**config.mk**
```make
export PLATFORM = sky130hd
export DESIGN_NAME = uart_tx
export DESIGN_NICKNAME = d
export VERILOG_FILES = /design/src/rtl/uart_pkg.sv /design/src/rtl/uart_baud_gen.sv /design/src/rtl/uart_tx.sv
export SDC_FILE = /design/constraint.sdc
export NUM_CORES = 1
export LEC_CHECK = 0
export BUFFER_PORTS_ARGS = -buffer_cell sky130_fd_sc_hd__buf_4
export CORE_MARGIN = 4
export CORE_UTILIZATION = 35
export CTS_BUF_LIST = sky130_fd_sc_hd__clkbuf_4
export DETAILED_ROUTE_END_ITERATION = 6
export GPL_TIMING_DRIVEN = 0
export PLACE_DENSITY = 0.61
export SYNTH_ARGS = -nofsm -noshare
export SYNTH_HDL_FRONTEND = slang
export SYNTH_SLANG_ARGS = --single-unit
```
**constraint.sdc**
```tcl
create_clock -name CLK -period 3.5 [get_ports CLK]
set_input_delay 0.7 -clock CLK [delete_from_list [all_inputs] [get_ports CLK]]
set_output_delay 0.7 -clock CLK [all_outputs]
set_load 0.01 [all_outputs]
```
**src/rtl/uart_pkg.sv**
```systemverilog
// Shared UART definitions: frame state encoding, data width and the
// bit-period calculation. Used by uart_tx now and by uart_rx later.
package uart_pkg;

  localparam int unsigned UART_DATA_BITS = 8;

  // One encoding for both directions so the receiver can reuse it.
  typedef enum logic [2:0] {
    IDLE   = 3'd0,
    START  = 3'd1,
    DATA   = 3'd2,
    PARITY = 3'd3,
    STOP   = 3'd4
  } uart_tx_state_t;

  // Clock cycles per line bit; truncating division.
  function automatic int unsigned calc_clks_per_bit(input int unsigned clk_freq_hz,
                                                    input int unsigned baud);
    return clk_freq_hz / baud;
  endfunction

endpackage

```
**src/rtl/uart_baud_gen.sv**
```systemverilog
// Bit-period counter. Counts 0..CLKS_PER_BIT-1 while enabled and pulses
// bit_done for one cycle at the terminal count, then wraps to 0.
// clear holds the count at 0 and has priority over enable.
module uart_baud_gen #(
  parameter int unsigned CLKS_PER_BIT = 234
) (
  input  logic clk,
  input  logic rst_n,
  input  logic clear,
  input  logic enable,
  output logic bit_done
);

  localparam logic [15:0] LAST_COUNT = 16'(CLKS_PER_BIT - 1);

  // A one-cycle bit period cannot be built, and the counter is 16 bits.
  if (CLKS_PER_BIT < 2) begin : g_too_fast
    $error("uart_baud_gen: CLKS_PER_BIT must be at least 2");
  end
  if (CLKS_PER_BIT > 65536) begin : g_too_slow
    $error("uart_baud_gen: CLKS_PER_BIT does not fit the 16-bit counter");
  end

  logic [15:0] count;

  assign bit_done = enable && !clear && (count == LAST_COUNT);

  // Count the bit period; wrap at the terminal count.
  always_ff @(posedge clk or negedge rst_n) begin
    if (!rst_n) begin
      count <= '0;
    end else if (clear) begin
      count <= '0;
    end else if (enable) begin
      if (bit_done) begin
        count <= '0;
      end else begin
        count <= count + 16'd1;
      end
    end
  end

endmodule

```
**src/rtl/uart_tx.sv**
```systemverilog
// Byte-wide UART transmitter: valid/ready byte input, 8N1 frames LSB first
// on TXD. Define UART_TX_PARITY_EN to build 8E1 frames with an even parity
// bit after the data bits.
//
// Timing: the accept edge moves the FSM to START, but the line only falls
// one edge later. A one-cycle launch flag keeps the baud counter cleared in
// that first START cycle, so every state boundary after it coincides with a
// line boundary and IDLE is re-entered exactly when the stop bit ends.
// TXD is a flop loaded with the level of the state being entered.
module uart_tx
  import uart_pkg::*;
#(
  parameter int unsigned CLK_FREQ_HZ = 27000000,
  parameter int unsigned BAUD        = 115200
) (
  input  logic       CLK,
  input  logic       RESET,
  input  logic [7:0] data,
  input  logic       valid,
  output logic       ready,
  output logic       TXD
);

  localparam int unsigned CLKS_PER_BIT = calc_clks_per_bit(CLK_FREQ_HZ, BAUD);
  localparam logic [2:0]  LAST_BIT     = 3'(UART_DATA_BITS - 1);

  uart_tx_state_t            state, state_next;
  logic [UART_DATA_BITS-1:0] shift, shift_next;
  logic [2:0]                bit_idx, bit_idx_next;
  logic                      txd_next;
  logic                      launch;
  logic                      accept;
  logic                      bit_done;
  logic                      baud_clear;
  logic                      baud_enable;
`ifdef UART_TX_PARITY_EN
  logic                      parity;
`endif

  assign ready       = (state == IDLE);
  assign accept      = valid && ready;
  assign baud_clear  = (state == IDLE) || launch;
  assign baud_enable = (state != IDLE);

  uart_baud_gen #(
    .CLKS_PER_BIT(CLKS_PER_BIT)
  ) u_baud_gen (
    .clk      (CLK),
    .rst_n    (RESET),
    .clear    (baud_clear),
    .enable   (baud_enable),
    .bit_done (bit_done)
  );

  // Next-state, shift register, bit index and next line level.
  always_comb begin
    state_next   = state;
    shift_next   = shift;
    bit_idx_next = bit_idx;
    txd_next     = 1'b1;

    case (state)
      IDLE: begin
        if (accept) begin
          state_next   = START;
          shift_next   = data;
          bit_idx_next = '0;
        end
      end
      START: begin
        if (bit_done) begin
          state_next = DATA;
        end
      end
      DATA: begin
        if (bit_done) begin
          shift_next   = shift >> 1;
          bit_idx_next = bit_idx + 3'd1;
          if (bit_idx == LAST_BIT) begin
`ifdef UART_TX_PARITY_EN
            state_next = PARITY;
`else
            state_next = STOP;
`endif
          end
        end
      end
`ifdef UART_TX_PARITY_EN
      PARITY: begin
        if (bit_done) begin
          state_next = STOP;
        end
      end
`endif
      STOP: begin
        if (bit_done) begin
          state_next = IDLE;
        end
      end
      default: begin
        state_next = IDLE;
      end
    endcase

    // The line stays high through the accept cycle, then follows the
    // state being entered.
    if (state != IDLE) begin
      case (state_next)
        START:   txd_next = 1'b0;
        DATA:    txd_next = shift_next[0];
`ifdef UART_TX_PARITY_EN
        PARITY:  txd_next = parity;
`endif
        default: txd_next = 1'b1;
      endcase
    end
  end

  // State, datapath and line registers; reset aborts any frame in flight.
  always_ff @(posedge CLK or negedge RESET) begin
    if (!RESET) begin
      state   <= IDLE;
      shift   <= '0;
      bit_idx <= '0;
      launch  <= 1'b0;
      TXD     <= 1'b1;
    end else begin
      state   <= state_next;
      shift   <= shift_next;
      bit_idx <= bit_idx_next;
      launch  <= accept;
      TXD     <= txd_next;
    end
  end

`ifdef UART_TX_PARITY_EN
  // Even parity of the byte, captured when it is accepted.
  always_ff @(posedge CLK or negedge RESET) begin
    if (!RESET) begin
      parity <= 1'b0;
    end else if (accept) begin
      parity <= ^data;
    end
  end
`endif

endmodule
```
# After elaboration in Yosys (flattened, before gate mapping)
# Index checks and enable logic that the tools add are counted.
# totals
register_bits	32
out_inout_bits	2
word_cells	45
# classes
addsub	2
n_eq_ne	9
mux	17
n_reduce_logical	10
# op_table
op	n
$mux 16	3
$mux 3	7
$add 16x1->16 const B	1
$eq 16x8->1 const B	1
$mux 8	2
$pmux 8 s2	1
$pmux 3 s4	1
$eq 3x1->1 const B	2
$eq 3x2->1 const B	2
$eq 3x3->1 const B	2
$pmux 3 s2	1
$reduce_bool 2->1	2
$add 3x1->3 const B	1
$logic_and 1x1->1	3
$logic_not 3->1	1
$reduce_and 3->1	1
$reduce_bool 3->1	1
$ne 2x1->1 const B	1
$ne 2x2->1 const B	1
$pmux 1 s2	1
$logic_not 1->1	1
$logic_or 1x1->1	1
$mux 1	1

# Logic depth before layout (Yosys ltp)
# Gate-level depths: netlist (run 1).
# logic_depth
ltp_word	10
depth_mapped	9
depth_no_buf	8

# Modules after synthesis
# Synthesis (run 1) repeated with hierarchy kept, for this count alone.
# hier_totals
cells_unflattened	173
area_unflattened_um2	1776.7
# modules_own_cells
module	n_inst	cells_per_inst	area_each_um2
uart_baud_gen	1	108	989.7
uart_tx	1	65	787.0

# Worst setup path before layout (run 1)
# OpenSTA, ideal clock, no wires.
# synth_path
path_kind	reg-to-reg
start	register u_baud_gen.count[1]
end	register u_baud_gen.count[2]
setup_ps	119
t_arrival_ps	2191
required_time_ps	3381
path_slack_ps	1191
path_stages_with_launch	10
n_path_buf	2
synth_period_minus_slack_ps	2309
path_cell_list	dfrtp_1 inv_1 ha_1 or4b_4 or4_4 nor2_4 or3_2 clkbuf_2 buf_4 nor2_1
# synth_via
elab_chain_cells	5
# synth_rtl
item	line	text
start, declared	uart_baud_gen.sv:24	logic [15:0] count;
start signal, assigned	uart_baud_gen.sv:38	count <= count + 16'd1;
branches (longest 2 deep; another with $add 16x1->16)	-	
$mux 16 *	uart_baud_gen.sv:35	if (bit_done) begin
$mux 16 *	uart_baud_gen.sv:34	end else if (enable) begin
$mux 16 *	uart_baud_gen.sv:32	end else if (clear) begin
# Mark *: on every way between the ends. The select of a mux whose other input is x is not followed.
# A chain may end at the register's enable or synchronous reset.

# Worst setup path in the final report (run 1)
# layout_path
start	register u_baud_gen.count[1]
end	register u_baud_gen.count[11]
# Same word-level chain as after synthesis.

==> results of run 1 <==
==> state kept, by name, summed over array words and instances, names as in the netlist <==
name,count
TXD,1
bit_idx,3
launch,1
shift,8
state,3
u_baud_gen.count,16
==> synthesized netlist by cell type (2+ instances only) <==
| library cell | count | area share |
|---|---|---|
| sky130_fd_sc_hd__o21ai_0 | 2 | 0.0064 |
| sky130_fd_sc_hd__xnor2_1 | 5 | 0.028 |
| sky130_fd_sc_hd__ha_1 | 4 | 0.032 |
| sky130_fd_sc_hd__a22oi_1 | 6 | 0.029 |
| sky130_fd_sc_hd__nor2_1 | 19 | 0.046 |
| sky130_fd_sc_hd__inv_1 | 3 | 0.0072 |
| sky130_fd_sc_hd__or3_1 | 2 | 0.0081 |
| sky130_fd_sc_hd__and2_1 | 2 | 0.0081 |
| sky130_fd_sc_hd__and3_1 | 3 | 0.012 |
| sky130_fd_sc_hd__nand3_1 | 6 | 0.019 |
| sky130_fd_sc_hd__a22o_1 | 2 | 0.011 |
| sky130_fd_sc_hd__xor2_1 | 7 | 0.039 |
| sky130_fd_sc_hd__a221o_2 | 2 | 0.014 |
| sky130_fd_sc_hd__nand2_1 | 22 | 0.053 |
| sky130_fd_sc_hd__or4b_4 | 2 | 0.018 |
| sky130_fd_sc_hd__or3_2 | 3 | 0.014 |
| sky130_fd_sc_hd__nor3_1 | 2 | 0.0064 |
| sky130_fd_sc_hd__nor4_1 | 2 | 0.0081 |
| sky130_fd_sc_hd__o31ai_1 | 2 | 0.0097 |
| sky130_fd_sc_hd__dfrtp_1 | 31 | 0.50 |
| sky130_fd_sc_hd__a21oi_1 | 5 | 0.016 |
==> how the worst max path moves through the flow <==
stage	startpoint	to	slack, ns	cells past startpoint
final	u_baud_gen.count[1]	u_baud_gen.count[11]	0.96	9
after global routing	u_baud_gen.count[1]	u_baud_gen.count[2]	0.80	9
after CTS	u_baud_gen.count[1]	u_baud_gen.count[2]	0.95	9
after detailed placement	u_baud_gen.count[1]	u_baud_gen.count[2]	0.96	9
after global placement	u_baud_gen.count[1]	u_baud_gen.count[6]	1.02	9
after floorplan	u_baud_gen.count[1]	u_baud_gen.count[2]	1.19	9
==> power groups by stage <==
stage / logic, mW / registers [mW] / clock network [mW]
after global routing: 0.0179 / 0.370 / 0.236
after floorplan: 0.000103 / 0.377 / 0
after detailed placement: 0.0162 / 0.377 / 0
final: 0.0154 / 0.370 / 0.207
after global placement: 0.0156 / 0.377 / 0
after CTS: 0.0163 / 0.370 / 0.216
==> metal layers <==
layer,GRT usage,vias to the layer above,share of wire
li1,-,565,-
met1,0.160,567,0.46
met2,0.209,17,0.48
met3,0.0441,7,0.040
met4,0.0573,0,0.017
met5,0,-,0
==> through the flow <==
| step | std cells | total power, mW | instance area (µm²) | hold WS [ns] |
|---|---|---|---|---|
| 2_1_floorplan | 150 | 0.377 | 1550 | 0.404 |
| 6_report | 220 | 0.592 | 1760 | 0.261 |
| 3_3_place_gp | 212 | 0.392 | 1710 | 0.459 |
| 3_5_place_dp | 212 | 0.393 | 1710 | 0.465 |
| 5_1_grt | 220 | 0.623 | 1760 | 0.278 |
| 4_1_cts | 220 | 0.602 | 1760 | 0.276 |
==> worst max-delay path, stage by stage (launching register included) <==
cell and delay [ns]:
sky130_fd_sc_hd__dfrtp_1 0.42, sky130_fd_sc_hd__inv_1 0.07, sky130_fd_sc_hd__ha_1 0.15, sky130_fd_sc_hd__or4b_4 0.46, sky130_fd_sc_hd__or4_4 0.54, sky130_fd_sc_hd__nor2_4 0.21
sky130_fd_sc_hd__or3_2 0.15, sky130_fd_sc_hd__clkbuf_2 0.18, sky130_fd_sc_hd__buf_4 0.20, sky130_fd_sc_hd__nor2_1 0.06
==> cells by family after synthesis <==
| group | Yosys count |
|---|---|
| DFF | 32 |
| xor gates and xnor gates | 12 |
| AOI/OAI and AO/OA | 24 |
| buffers and inverters | 6 |
| and+or+nand+nor | 72 |
| adders and majority gates | 4 |
==> layout make-up <==
type                    instances  area (µm²)  share of cell area
multi-input cells             112         724               0.412
inverters                       3        11.3             0.00641
repair buffers                 12        90.1              0.0512
clock inverters                 3        13.8             0.00783
flip-flops and latches         32         802               0.456
plain buffers                   3        16.3             0.00925
clock buffers                   5        37.5              0.0214
well taps                      50        62.6              0.0356
==> qor.csv, run 1 <==
metric,value,unit
cell count of the worst reg-to-reg path,9,
source-to-sink clock delay at the later pin of the worst-skew pair,0.35,ns
type of the worst setup path,reg -> reg,
Setup Viol. Count Final,0,
register-to-register setup slack,0.96,ns
Post-Place Worst Slack,0.957,ns
final worst-path setup slack,0.959,ns
router iterations before antenna repair,4,
endpoint type of the worst setup path,register,
relative contribution of the clock network to total power,0.350,
number of storage elements in the synthesis netlist,32,
maximum number of pins on one net before global-route repair,33,
cell leakage power,0.828,nW
max-slew violation total from the final report,0,
Slew headroom,0.479,
number of antenna violations at the first check in global routing,0,
Routed Wire Length,3090,µm
post-cts resize count,0,
Arrival @ worst endpoint,2.77,ns
Compound-Gate Fraction of Synth Area,0.117,
post-route clock period utilization,0.726,
net count after synthesis,165,
data required time at the worst endpoint,3.73,ns
number of I/O pins,13,
DRC violation count after routing,0,
filler instances,432,
deepest level of the CTS H-tree,2,
slew at the pin closest to its max-slew limit,0.781,ns
Post-Route Skew,0.0204,ns
Pint,0.450,mW
"Remaining Overflow, GRT",0,
clock transition at the registers of the reported paths,0.11,ns
Switching Fraction,0.239,
# Post-CTS Setup Buffers,0,
final count of hold timing violations,0,
Max-cap violations,0,
Syn Area/Cell,10.4,µm²
largest buffer count on any clock path,2,
worst flop-to-flop path endpoint,u_baud_gen.count[11],
Num Clock Sinks,32,
global placer's final weighted congestion,0.797,
count of antenna-violating nets left after detailed routing,0,
Final nets,184,
share of final-layout standard cells stronger than drive strength 1,0.235,
via count,1156,
Starting Density,0.375,
class of the tightest hold or removal check,in -> async,
share of total power in sequential cells,0.624,
Total GRT Usage,0.130,
number of buffer cells added on primary ports,12,
number of CTS-inserted buffers,5,
prevailing post-synth register cell,sky130_fd_sc_hd__dfrtp_1,
largest family of logic cells by synthesized area,simple AND/OR/NAND/NOR gates,
CTS tree,built,
die area,5570,µm²
standard-cell row count,23,
startpoint of the worst register-to-register path,u_baud_gen.count[1],
element type at the critical path start,register,
"leading cell types in the layout, fill and taps excluded","sky130_fd_sc_hd__dfrtp_1, sky130_fd_sc_hd__nand2_1, sky130_fd_sc_hd__nor2_1",
post-synthesis mux area share,0,
CTS Hold Buffers Added,0,
via count of the first global-routing pass,1241,
count of flip-flops with a built-in enable after synthesis,0,
"Core Util, Final",0.424,
area overhead of the layout relative to synthesis,13.1,%
clock period minus worst slack,2.54,ns
xor/xnor cell area share of the yosys netlist,0.0676,
Post-Synthesis Cells,150,
detail-routed via count per cell,5.25,
RSZ-0062 raised after global routing,false,
clock root cell,sky130_fd_sc_hd__clkbuf_4,
Syn. warnings,0,
relative contribution of combinational cells to total power,0.026,
Iter 0 DRT Violations,55,
total inserted antenna cells,0,
simple-gate portion of the synthesized area,0.250,
status,"complete, no violations",
FMAX,394,MHz
Worst VDD drop,0.218,mV
total power per unit cell area,337,nW/µm²
global-route wire length before repair,5460,µm
average wire per standard cell,14.0,µm
fraction of synthesis flops using an asynchronous set or reset pin,1.00,
"share of synthesized cell area in full adder, half adder and majority cells",0.0322,
top fanout value on the critical path,10,
area of the core,4140,µm²
HPWL after detailed placement,2180,µm
distinct cell type count of the synthesized netlist,39,
Die X-Extent,74.6,µm
TNS Setup,0,ns
Die Height,74.6,µm
fraction of the yosys area taken by sequential cells,0.516,
combined area of all synthesized cells,1550,µm²
Switch Pwr,0.142,mW
most frequent standard cell in the layout excluding fill and tap cells,sky130_fd_sc_hd__dfrtp_1,
(Power assumes the default switching activity.)
==> run 2: changes to the inputs <==
- clock period: 3.5 -> 2.65 ns (I/O delays scaled with it)
==> run 2 against run 1 <==
Clock power rose by 32%. Worst hold slack worse by 0.17 ns. First-iteration DRC count rose by 5.5%. Largest cell class unchanged. Largest power group unchanged. Highest routed layer unchanged.
==> qor.csv, run 2 (same netlist as run 1, synthesis figures left out) <==
metric,value,unit,change
status,"complete, no violations",,
data required time at the worst endpoint,2.94,ns,-0.79 ns
"critical path, cell by cell","inv_1, ha_1, or4b_4, or4_4, nor3_4, a221o_2, a211oi_2, o21ai_2",,
RSZ-0062 raised after global routing,false,,
Post-Route Skew,0.0194,ns,-0.000925 ns
CP endpoint,TXD,,
final worst-path setup slack,0.165,ns,-0.794 ns
area overhead of the layout relative to synthesis,15.1,%,
maximum number of pins on one net before global-route repair,33,,unchanged
Total GRT Usage,0.130,,unchanged
Power Total,0.781,mW,+32%
class of the tightest hold or removal check,in -> async,,
Die Height,74.6,µm,unchanged
Arrival @ worst endpoint,2.78,ns,about the same
post-route clock period utilization,0.938,,+0.212
Iter 0 DRT Violations,58,,+5.5%
HPWL after detailed placement,2180,µm,unchanged
Starting Density,0.375,,unchanged
via count of the first global-routing pass,1241,,unchanged
slew at the pin closest to its max-slew limit,0.779,ns,-0.00253 ns
top fanout value on the critical path,8,,-2
cell total after placement,212,,unchanged
Max stage delay on crit path,0.54,ns,about the same
registers with the most flip-flops,"u_baud_gen.count (16), shift (8)",,
Slew headroom,0.481,,+0.00169
via count,1168,,+1.0%
total inserted antenna cells,0,,unchanged
number of I/O pins,13,,unchanged
count of antenna-violating nets left after detailed routing,0,,unchanged
Final nets,188,,+2.2%
FMAX,402,MHz,+2.3%
Die X-Extent,74.6,µm,unchanged
clock root cell,sky130_fd_sc_hd__clkbuf_4,,
Routed Wire Length,3120,µm,+1.1%
slowest CP cell,sky130_fd_sc_hd__or4_4,,
CTS Hold Buffers Added,0,,unchanged
router iterations before antenna repair,4,,unchanged
standard-cell row count,23,,unchanged
worst flop-to-flop path endpoint,TXD,,
source-to-sink clock delay at the later pin of the worst-skew pair,0.35,ns,about the same
most frequent standard cell in the layout excluding fill and tap cells,sky130_fd_sc_hd__dfrtp_1,,
Setup Viol. Count Final,0,,unchanged
Worst VDD drop,0.288,mV,+32%
global-route wire length before repair,5460,µm,unchanged
clock transition at the registers of the reported paths,0.11,ns,about the same
share of final-layout standard cells stronger than drive strength 1,0.253,,+0.0176
type of the worst setup path,reg -> reg,,
CTS tree,built,,
"Remaining Overflow, GRT",0,,unchanged
Num Clock Sinks,32,,unchanged
cell count of the worst reg-to-reg path,8,,-1
element type at the critical path start,register,,
"leading cell types in the layout, fill and taps excluded","sky130_fd_sc_hd__dfrtp_1, sky130_fd_sc_hd__nand2_1, sky130_fd_sc_hd__nor2_1",,
launch point of the critical path,u_baud_gen.count[1],,
largest buffer count on any clock path,2,,unchanged
"Cell Count, Final, Fillers Out",224,,+1.8%
"flip-flop count of the largest register, all copies and words added",16,,unchanged
logic depth of the worst setup path including buffers,8,,-1
detail-routed via count per cell,5.21,,-0.77%
max-slew violation total from the final report,0,,unchanged
die area,5570,µm²,unchanged
startpoint of the worst register-to-register path,u_baud_gen.count[1],,
endpoint type of the worst setup path,register,,
worst hold slack,0.0912,ns,-0.170 ns
register-to-register setup slack,0.17,ns,-0.79 ns
number of CTS-inserted buffers,5,,unchanged
deepest level of the CTS H-tree,2,,unchanged
average wire per standard cell,13.9,µm,-0.67%
Post-Place Worst Slack,0.107,ns,-0.850 ns
register with the highest flop count,u_baud_gen.count,,
Max-cap violations,0,,unchanged
combined buffer and inverter count along the critical path,1,,-2
critical path's top delay family,simple AND/OR/NAND/NOR gates,,
DRC violation count after routing,0,,unchanged
total power per unit cell area,437,nW/µm²,+30%
cell leakage power,0.848,nW,+2.5%
global placer's final weighted congestion,0.797,,unchanged
TNS Setup,0,ns,unchanged
final count of hold timing violations,0,,unchanged
area of the core,4140,µm²,unchanged
clock period minus worst slack,2.48,ns,-0.0562 ns
number of buffer cells added on primary ports,12,,unchanged
number of antenna violations at the first check in global routing,0,,unchanged
run 2: area by class of cell:
type                            instances  area [µm²]
Tap cell                               50        62.6
Clock buffer                            5        37.5
Sequential cell                        32         802
Clock inverter                          3        13.8
Multi-Input combinational cell        112         724
Inverter                                3        11.3
Fill cell                             429        2360
Timing Repair Buffer                   16         120
Buffer                                  3        16.3
run 2: stage by stage:
stage | util | area [µm²]
floorplan | - | 1550
global placement | 0.412 | 1710
detailed placement | 0.412 | 1710
CTS | 0.424 | 1760
global route | 0.431 | 1790
finish | 0.431 | 1790
run 2: worst min path at each step:
stage | to | cells after the start
final | state[0] | 1
after global routing | bit_idx[2] | 1
after CTS | state[0] | 1
after detailed placement | shift[4] | 2
after global placement | shift[6] | 2
after floorplan | bit_idx[0] | 0
run 2: layer usage:
metal | up-vias | GRT usage | routed length, µm | part of all wire
li1 | 570 | - | - | -
met1 | 576 | 0.160 | 1430 | 0.46
met2 | 15 | 0.209 | 1520 | 0.49
met3 | 7 | 0.0441 | 122 | 0.039
met4 | 0 | 0.0573 | 53 | 0.017
met5 | - | 0 | 0 | 0
run 2: timing repair:
action / 4_1_cts / 5_1_grt
resized for setup: 0 / 0
setup endpoints to repair: 0 / 10
setup buffers: 0 / 4
run 2: report_power, final:
part | internal [mW] | switching [mW] | total [mW] | leakage (nW)
Clock | 0.0972 | 0.176 | 0.273 | 0.0324
Sequential | 0.488 | 0 | 0.488 | 0.419
Combinational | 0.00935 | 0.0110 | 0.0203 | 0.397
